### src/rtl/pusch_ls_chest_if.sv
// Port bundle for pusch_ls_chest: slot configuration, received RE stream,
// DMRS reference memory port, LS estimate outputs and data-symbol passthrough.
interface pusch_ls_chest_if #(
  parameter int DATA_WIDTH = 26,
  parameter int DMRS_Len   = 9,
  parameter int OUT_WIDTH  = 26
);
  logic                         Start;
  logic [6:0]                   N_rb;
  logic [3:0]                   Sym_Start;
  logic [3:0]                   Sym_End;
  logic [3:0]                   Dmrs_Sym;

  logic signed [DATA_WIDTH-1:0] Rx_I;
  logic signed [DATA_WIDTH-1:0] Rx_Q;
  logic                         Rx_Valid;

  logic signed [DMRS_Len-1:0]   Ref_I;
  logic signed [DMRS_Len-1:0]   Ref_Q;
  logic [9:0]                   Ref_addr;

  logic signed [OUT_WIDTH-1:0]  H_I;
  logic signed [OUT_WIDTH-1:0]  H_Q;
  logic                         H_Valid;
  logic [9:0]                   H_idx;

  logic signed [DATA_WIDTH-1:0] D_I;
  logic signed [DATA_WIDTH-1:0] D_Q;
  logic                         D_Valid;
  logic [3:0]                   D_sym;

  logic                         Chest_Done;

  // Upstream side: RE mapper, slot controller and DMRS memory.
  modport master (
    output Start, N_rb, Sym_Start, Sym_End, Dmrs_Sym,
    output Rx_I, Rx_Q, Rx_Valid,
    output Ref_I, Ref_Q,
    input  Ref_addr,
    input  H_I, H_Q, H_Valid, H_idx,
    input  D_I, D_Q, D_Valid, D_sym,
    input  Chest_Done
  );

  modport slave (
    input  Start, N_rb, Sym_Start, Sym_End, Dmrs_Sym,
    input  Rx_I, Rx_Q, Rx_Valid,
    input  Ref_I, Ref_Q,
    output Ref_addr,
    output H_I, H_Q, H_Valid, H_idx,
    output D_I, D_Q, D_Valid, D_sym,
    output Chest_Done
  );
endinterface

### src/rtl/pusch_ls_chest.sv
// PUSCH least-squares channel estimator: H = Y*conj(X) on even DMRS subcarriers, data REs passed through.
// Optional macro CHEST_SAT_EN: saturate the final width reduction instead of wrapping.
module pusch_ls_chest #(
  parameter int DATA_WIDTH = 26,
  parameter int DMRS_Len   = 9,
  parameter int OUT_WIDTH  = 26,
  parameter int SHIFT      = 8
) (
  input logic             CLK,
  input logic             RST,
  pusch_ls_chest_if.slave bus
);

  localparam int PW = DATA_WIDTH + DMRS_Len + 1;

  typedef enum logic [1:0] {
    IDLE  = 2'd0,
    RUN   = 2'd1,
    FLUSH = 2'd2,
    DONE  = 2'd3
  } state_t;

  state_t      state_q, state_d;

  logic [10:0] re_cnt;
  logic [10:0] n_re;
  logic [10:0] n_re_in;
  logic [3:0]  sym_cnt;
  logic [3:0]  sym_end;
  logic [3:0]  dmrs_sym;
  logic [9:0]  dmrs_cnt;
  logic [9:0]  ref_addr_q;
  logic [1:0]  flush_cnt;

  logic        start_ok;
  logic        accept;
  logic        last_re;
  logic        is_dmrs;
  logic        rd_ref;
  logic        take_d;

  assign n_re_in = 11'(bus.N_rb) * 11'd12;
  assign last_re = (re_cnt == n_re - 11'd1);
  assign is_dmrs = (sym_cnt == dmrs_sym);

  // ---------------------------------------------------------------------------
  // Control FSM
  // ---------------------------------------------------------------------------
  always_comb begin
    // NOTE: every signal written here gets a default first, so no path can infer a latch.
    state_d  = state_q;
    start_ok = 1'b0;
    accept   = 1'b0;
    case (state_q)
      IDLE: begin
        if (bus.Start) begin
          if (bus.N_rb == '0 || bus.Sym_End < bus.Sym_Start) begin
            state_d = DONE;
          end else begin
            start_ok = 1'b1;
            state_d  = RUN;
          end
        end
      end
      RUN: begin
        if (bus.Rx_Valid) begin
          accept = 1'b1;
          if (last_re && sym_cnt == sym_end) state_d = FLUSH;
        end
      end
      FLUSH: begin
        if (flush_cnt == 2'd2) state_d = DONE;
      end
      DONE: begin
        state_d = IDLE;
      end
      default: begin
        state_d = IDLE;
      end
    endcase
  end

  // Odd subcarriers of the DMRS symbol carry no comb-0 pilot and are dropped.
  assign rd_ref = accept && is_dmrs && !re_cnt[0];
  assign take_d = accept && !is_dmrs;

  assign bus.Ref_addr   = rd_ref ? dmrs_cnt : ref_addr_q;
  assign bus.Chest_Done = (state_q == DONE);

  always_ff @(posedge CLK or negedge RST) begin
    if (!RST) begin
      state_q    <= IDLE;
      re_cnt     <= '0;
      n_re       <= '0;
      sym_cnt    <= '0;
      sym_end    <= '0;
      dmrs_sym   <= '0;
      dmrs_cnt   <= '0;
      ref_addr_q <= '0;
      flush_cnt  <= '0;
    end else begin
      // NOTE: sequential state uses non-blocking assignments so every register samples pre-edge values.
      state_q <= state_d;
      if (start_ok) begin
        n_re     <= n_re_in;
        sym_end  <= bus.Sym_End;
        dmrs_sym <= bus.Dmrs_Sym;
        sym_cnt  <= bus.Sym_Start;
        re_cnt   <= '0;
        dmrs_cnt <= '0;
      end else if (accept) begin
        if (last_re) begin
          re_cnt  <= '0;
          sym_cnt <= sym_cnt + 4'd1;
        end else begin
          re_cnt <= re_cnt + 11'd1;
        end
        if (rd_ref) begin
          dmrs_cnt   <= dmrs_cnt + 10'd1;
          ref_addr_q <= dmrs_cnt;
        end
      end
      flush_cnt <= (state_q == FLUSH) ? flush_cnt + 2'd1 : 2'd0;
    end
  end

  // ---------------------------------------------------------------------------
  // Datapath: S1 capture, S2 complex product, S3 scale and reduce
  // ---------------------------------------------------------------------------
  logic                         s1_h, s1_d;
  logic signed [DATA_WIDTH-1:0] s1_i, s1_q;
  logic [9:0]                   s1_tag;

  logic                         s2_h, s2_d;
  logic signed [PW-1:0]         s2_pi, s2_pq;
  logic signed [DATA_WIDTH-1:0] s2_i, s2_q;
  logic [9:0]                   s2_tag;

  logic signed [PW-1:0]         rx_i_x, rx_q_x, ref_i_x, ref_q_x;
  logic signed [PW-1:0]         p_i, p_q;

  always_comb begin
    rx_i_x  = {{(PW-DATA_WIDTH){s1_i[DATA_WIDTH-1]}}, s1_i};
    rx_q_x  = {{(PW-DATA_WIDTH){s1_q[DATA_WIDTH-1]}}, s1_q};
    ref_i_x = {{(PW-DMRS_Len){bus.Ref_I[DMRS_Len-1]}}, bus.Ref_I};
    ref_q_x = {{(PW-DMRS_Len){bus.Ref_Q[DMRS_Len-1]}}, bus.Ref_Q};
    // Y * conj(X)
    p_i = rx_i_x * ref_i_x + rx_q_x * ref_q_x;
    p_q = rx_q_x * ref_i_x - rx_i_x * ref_q_x;
  end

  function automatic logic signed [OUT_WIDTH-1:0] reduce(input logic signed [PW-1:0] p);
`ifdef CHEST_SAT_EN
    logic signed [PW-1:0] s;
    s = p >>> SHIFT;
    // In range when all bits above the output sign bit agree with it.
    if ((&s[PW-1:OUT_WIDTH-1]) || !(|s[PW-1:OUT_WIDTH-1])) begin
      return s[OUT_WIDTH-1:0];
    end else if (s[PW-1]) begin
      return {1'b1, {(OUT_WIDTH-1){1'b0}}};
    end else begin
      return {1'b0, {(OUT_WIDTH-1){1'b1}}};
    end
`else
    return OUT_WIDTH'(p >>> SHIFT);
`endif
  endfunction

  always_ff @(posedge CLK or negedge RST) begin
    if (!RST) begin
      // NOTE: datapath registers are reset as well, so an aborted slot leaves nothing on the outputs.
      s1_h        <= 1'b0;
      s1_d        <= 1'b0;
      s1_i        <= '0;
      s1_q        <= '0;
      s1_tag      <= '0;
      s2_h        <= 1'b0;
      s2_d        <= 1'b0;
      s2_pi       <= '0;
      s2_pq       <= '0;
      s2_i        <= '0;
      s2_q        <= '0;
      s2_tag      <= '0;
      bus.H_Valid <= 1'b0;
      bus.H_I     <= '0;
      bus.H_Q     <= '0;
      bus.H_idx   <= '0;
      bus.D_Valid <= 1'b0;
      bus.D_I     <= '0;
      bus.D_Q     <= '0;
      bus.D_sym   <= '0;
    end else begin
      s1_h <= rd_ref;
      s1_d <= take_d;
      if (rd_ref || take_d) begin
        s1_i   <= bus.Rx_I;
        s1_q   <= bus.Rx_Q;
        s1_tag <= rd_ref ? dmrs_cnt : {6'd0, sym_cnt};
      end

      // Reference arrives this cycle, aligned with the S1 sample.
      s2_h <= s1_h;
      s2_d <= s1_d;
      if (s1_h) begin
        s2_pi <= p_i;
        s2_pq <= p_q;
      end
      if (s1_h || s1_d) begin
        s2_i   <= s1_i;
        s2_q   <= s1_q;
        s2_tag <= s1_tag;
      end

      bus.H_Valid <= s2_h;
      bus.D_Valid <= s2_d;
      if (s2_h) begin
        bus.H_I   <= reduce(s2_pi);
        bus.H_Q   <= reduce(s2_pq);
        bus.H_idx <= s2_tag;
      end
      if (s2_d) begin
        bus.D_I   <= s2_i;
        bus.D_Q   <= s2_q;
        bus.D_sym <= s2_tag[3:0];
      end
    end
  end

endmodule

### src/flat_wrapper.sv
// flat-port wrapper written by rule: the top's interface ports become plain ports
module pusch_ls_chest_flat 
#(
  parameter int DATA_WIDTH = 26,
  parameter int DMRS_Len   = 9,
  parameter int OUT_WIDTH  = 26,
  parameter int SHIFT      = 8
)
  (CLK, RST, bus_Start, bus_N_rb, bus_Sym_Start, bus_Sym_End, bus_Dmrs_Sym, bus_Rx_I, bus_Rx_Q, bus_Rx_Valid, bus_Ref_I, bus_Ref_Q, bus_Ref_addr, bus_H_I, bus_H_Q, bus_H_Valid, bus_H_idx, bus_D_I, bus_D_Q, bus_D_Valid, bus_D_sym, bus_Chest_Done);
  pusch_ls_chest_if #(.DATA_WIDTH(DATA_WIDTH), .DMRS_Len(DMRS_Len), .OUT_WIDTH(OUT_WIDTH)) bus_i ();
  input logic CLK;
  input logic RST;
  input wire logic [$bits(bus_i.Start)-1:0] bus_Start;
  input wire logic [$bits(bus_i.N_rb)-1:0] bus_N_rb;
  input wire logic [$bits(bus_i.Sym_Start)-1:0] bus_Sym_Start;
  input wire logic [$bits(bus_i.Sym_End)-1:0] bus_Sym_End;
  input wire logic [$bits(bus_i.Dmrs_Sym)-1:0] bus_Dmrs_Sym;
  input wire logic [$bits(bus_i.Rx_I)-1:0] bus_Rx_I;
  input wire logic [$bits(bus_i.Rx_Q)-1:0] bus_Rx_Q;
  input wire logic [$bits(bus_i.Rx_Valid)-1:0] bus_Rx_Valid;
  input wire logic [$bits(bus_i.Ref_I)-1:0] bus_Ref_I;
  input wire logic [$bits(bus_i.Ref_Q)-1:0] bus_Ref_Q;
  output wire logic [$bits(bus_i.Ref_addr)-1:0] bus_Ref_addr;
  output wire logic [$bits(bus_i.H_I)-1:0] bus_H_I;
  output wire logic [$bits(bus_i.H_Q)-1:0] bus_H_Q;
  output wire logic [$bits(bus_i.H_Valid)-1:0] bus_H_Valid;
  output wire logic [$bits(bus_i.H_idx)-1:0] bus_H_idx;
  output wire logic [$bits(bus_i.D_I)-1:0] bus_D_I;
  output wire logic [$bits(bus_i.D_Q)-1:0] bus_D_Q;
  output wire logic [$bits(bus_i.D_Valid)-1:0] bus_D_Valid;
  output wire logic [$bits(bus_i.D_sym)-1:0] bus_D_sym;
  output wire logic [$bits(bus_i.Chest_Done)-1:0] bus_Chest_Done;
  assign bus_i.Start = bus_Start;
  assign bus_i.N_rb = bus_N_rb;
  assign bus_i.Sym_Start = bus_Sym_Start;
  assign bus_i.Sym_End = bus_Sym_End;
  assign bus_i.Dmrs_Sym = bus_Dmrs_Sym;
  assign bus_i.Rx_I = bus_Rx_I;
  assign bus_i.Rx_Q = bus_Rx_Q;
  assign bus_i.Rx_Valid = bus_Rx_Valid;
  assign bus_i.Ref_I = bus_Ref_I;
  assign bus_i.Ref_Q = bus_Ref_Q;
  assign bus_Ref_addr = bus_i.Ref_addr;
  assign bus_H_I = bus_i.H_I;
  assign bus_H_Q = bus_i.H_Q;
  assign bus_H_Valid = bus_i.H_Valid;
  assign bus_H_idx = bus_i.H_idx;
  assign bus_D_I = bus_i.D_I;
  assign bus_D_Q = bus_i.D_Q;
  assign bus_D_Valid = bus_i.D_Valid;
  assign bus_D_sym = bus_i.D_sym;
  assign bus_Chest_Done = bus_i.Chest_Done;
  pusch_ls_chest #(.DATA_WIDTH(DATA_WIDTH), .DMRS_Len(DMRS_Len), .OUT_WIDTH(OUT_WIDTH), .SHIFT(SHIFT)) u_core (.CLK(CLK), .RST(RST), .bus(bus_i));
endmodule
### config.mk
export PLATFORM = sky130hd
export DESIGN_NAME = pusch_ls_chest_flat
export DESIGN_NICKNAME = d
export VERILOG_FILES = /design/src/rtl/pusch_ls_chest_if.sv /design/src/rtl/pusch_ls_chest.sv /design/src/flat_wrapper.sv
export SDC_FILE = /design/constraint.sdc
export NUM_CORES = 2
export LEC_CHECK = 0
export ABC_AREA = 1
export CAP_MARGIN = 40
export CORE_ASPECT_RATIO = 2
export CORE_MARGIN = 2
export CORE_UTILIZATION = 55
export CTS_BUF_LIST = sky130_fd_sc_hd__clkbuf_8
export DETAILED_ROUTE_END_ITERATION = 10
export PLACE_DENSITY_LB_ADDON = 0.2
export SLEW_MARGIN = 20
export SYNTH_ARGS = -nofsm -noshare
export SYNTH_HDL_FRONTEND = slang
export SYNTH_SLANG_ARGS = --single-unit
### constraint.sdc
create_clock -name CLK -period 16.58 [get_ports CLK]
set_input_delay 4.974 -clock CLK [delete_from_list [all_inputs] [get_ports CLK]]
set_output_delay 4.974 -clock CLK [all_outputs]
set_load 0.01 [all_outputs]
==> impl_results.md <==
* Worst setup path startpoint: bus_Rx_Valid
* Final Hold Fails at 0
* Grt ovf at 0
* Post-synth EDFFs at 0
* Yosys reg bits at approximately 360
* Critical Path AT at 7.39 ns
* Via density at 5.404
* Clk_lat worst skew at 0.69 ns
* TritonCTS clock tree: built
* DRC at 0
* FF-to-FF setup slack at 9.26 ns
* CP endpoint kind: primary output
* Syn Nets at 6821
* # nets final at 6880
* Non-Filler Instances at 6766
* Crit path to: bus_Ref_addr[1]
* Synth area leaders: fa_1 (37%), dfrtp_1 (19%), inv_1 (12%)
* Hold Path Class: reg2reg
* R2r endpoint: u_core.s2_pi[33]
* CTS Hold Buffers Added at 0
* Core area at 84830 µm²
* Synth cell types at 47
* Drt initial violations at 2394
* Crit Path Max Fanout at 26
* Area Growth Syn to Fin at 8.320%
* Worst slew margin at 32.60%
* Cell Area, Placed at 49940 µm²
* Synth top area share at 36.60%
* Setup repair bufs after CTS at 0
* Initial antenna violation count at 1
* # clock sinks at 356
* HPWL after detailed placement at 113.9 mm
* Final worst path period share at 74.56%
* Post-CTS resize count at 0
* Placed cell count at ~6700
* Design area at 51070 µm²
* Rows at 151
* Synth async-reset ratio at 100.0%
* CP top delay family: buffers and inverters
* Final Max Slew Viols at 0
* YS warnings at 0
* CP cell instances: clkdlybuf4s50_1, nand2_1, inv_2, nand2_2, nor2_4, nand2_1, o21ai_0, clkdlybuf4s50_1
* Share of cells above drive strength 1 at between 5 and 6%
* Fmax at 80.89 MHz
* RePlAce Congestion at ~0.96
* Worst path depth at 8
* First-pass GRT wire length at approximately 220 mm
* DRT Pass-1 Iters at 6
* Crit-path slowest cell: clkdlybuf4s50_1
* Largest net degree at the start of global routing at 175
* Cell count of the worst reg-to-reg path at 21
* CP required at about 12 ns
* CTS Buffer Depth at 3
* Initial core utilization at between 50% and 60%
* Root Buffer Master: clkbuf_8
* Unrepaired setup endpoints after global routing: no
* CP Class: in2out
* Post-Route WL at 141.7 mm
* Kind of start point of the critical path: input pin
* Post-Route Utilization at about three fifths
* TritonCTS buffer count at 52
* Final setup fails at 0
* Worst Skew at 0.04323 ns
* Tightest Pin Transition at just over 1 ns
* MaxCap Viol Count at 0
* Vias in the first global route at 39430
* Status: complete, no violations
* Die area at 88220 µm²
* Synth area leader: fa_1
* CP Buf/Inv Count at 3
* Antenna-violating nets left at 0
* Boundary Pins at around 220
* Sequential share of the synthesized area at 18.89%
* Max incr delay on CP at 0.61 ns
* Clk pin slew, worst setup/hold paths at roughly 0.060 ns
* GR Util All Layers at between 30% and 40%
* Setup TNS at 0 ns
* Die Ht at around 420 µm
* Wire per inst at 20.94 µm
* Port Buffers at 223
* Fin crit period at 12.36 ns
* Syn Std Cell Area at 47150 µm²
* Vias post-DR at 36570
* Die width at 211.0 µm
* Mean Syn Cell Area at 8.412 µm²
* H-Tree Depth at 2
* Synth Instances at 5605
* Predominant post-synthesis flop cell: dfrtp_1
* Worst r2r src: u_core.s1_q[0]
==> per-stage QoR <==
| step | setup slack [ns] | hold WS (ns) |
|---|---|---|
| after global placement | 4.255 | 0.4134 |
| after global routing | 4.041 | 0.4548 |
| after detailed placement | 4.251 | 0.4166 |
| after floorplan | 5.756 | 0.3543 |
| after CTS | 4.229 | 0.4253 |
| final | 4.218 | 0.4231 |
==> registers in the layout, summed over array words and instances (netlist names), 26 cells and up <==
name	count
u_core.bus.H_Q	26
u_core.bus.H_I	26
u_core.s2_i	26
u_core.s2_q	26
u_core.s2_pi	26
u_core.s2_pq	26
u_core.s1_i	26
u_core.s1_q	26
u_core.bus.D_I	26
u_core.bus.D_Q	26
==> worst min-delay path by stage <==
stage	startpoint	to	cells after the start
3_3_place_gp	u_core.flush_cnt[0]	u_core.flush_cnt[0]	1
3_5_place_dp	u_core.flush_cnt[0]	u_core.flush_cnt[0]	1
6_report	u_core.flush_cnt[0]	u_core.flush_cnt[0]	1
2_1_floorplan	u_core.s1_d	u_core.s2_d	0
5_1_grt	u_core.flush_cnt[0]	u_core.flush_cnt[0]	1
4_1_cts	u_core.flush_cnt[0]	u_core.flush_cnt[0]	1
==> worst reg2reg max path, stage by stage (launching register included) <==
cell	delay, ns
dfrtp_1	0.96
inv_1	0.32
nand2_1	0.37
fa_1	0.51
fa_1	0.50
inv_1	0.05
fa_1	0.45
fa_1	0.56
fa_1	0.45
fa_1	0.55
fa_1	0.45
ha_1	0.35
a21oi_1	0.30
inv_1	0.08
a21oi_1	0.15
nand2_2	0.12
nand2_1	0.08
nand2_1	0.13
a21oi_1	0.49
nand3_1	0.16
nand3_1	0.11
nand2_1	0.06
==> cell usage after synthesis, drive strengths merged (10+ instances only) <==
cell and number:
inv 1451, buf 85, ha 261, xor2 28, nand3 116, nand4 15
nor2 220, o21ai 239, a21oi 105, fa 862, nand2 1445, mux2 104
or2 10, xnor2 30, nor3 27, clkbuf 187, nand3b 13, dfrtp 356
==> kinds of logic after synthesis <==
kind of cell	share of synthesized area, %
simple gates	15.76
mux	2.484
compound gates	4.318
buf+inv	13.94
fa+ha+maj	43.53
xor+xnor	1.077
flops	18.89
==> routing by layer <==
metal  share of wire (%)  vias to the layer above  GRT usage [%]
li1                    -                    16280              -
met1                  31                    18400          33.31
met2                  53                     1290          59.95
met3                 4.8                      593          4.334
met4                  12                        0          31.38
met5                   0                        -              0
==> layout make-up <==
cell class	instances	area, µm²
fillers	7588	33760
diodes	1	2.502
flip-flops and latches	356	8915
repair buffers	277	2690
well taps	1071	1340
multi-input cells	3525	31680
clock buffers	62	853.3
clock inverters	22	140.1
inverters	1452	5450
==> cells in the final DEF (no fill, tap or decap), drive strengths merged, types with 3 or more instances in the layout <==
cell,count
xor2,28
o21a,4
a21oi,105
a31oi,5
o211ai,4
o221ai,3
nor4,8
nand3b,13
o21bai,8
fa,862
clkdlybuf4s50,205
mux2,104
or2,10
buf,71
o22ai,8
nand3,116
nand2,1445
xnor2,30
inv,1462
o21ai,239
nor3,27
nand4,15
and3,3
clkbuf,63
nor2,220
clkinv,11
dfrtp,356
ha,261
Power is not shown: default switching activity piles up to over one toggle a cycle in this logic, so the estimate is an artifact.
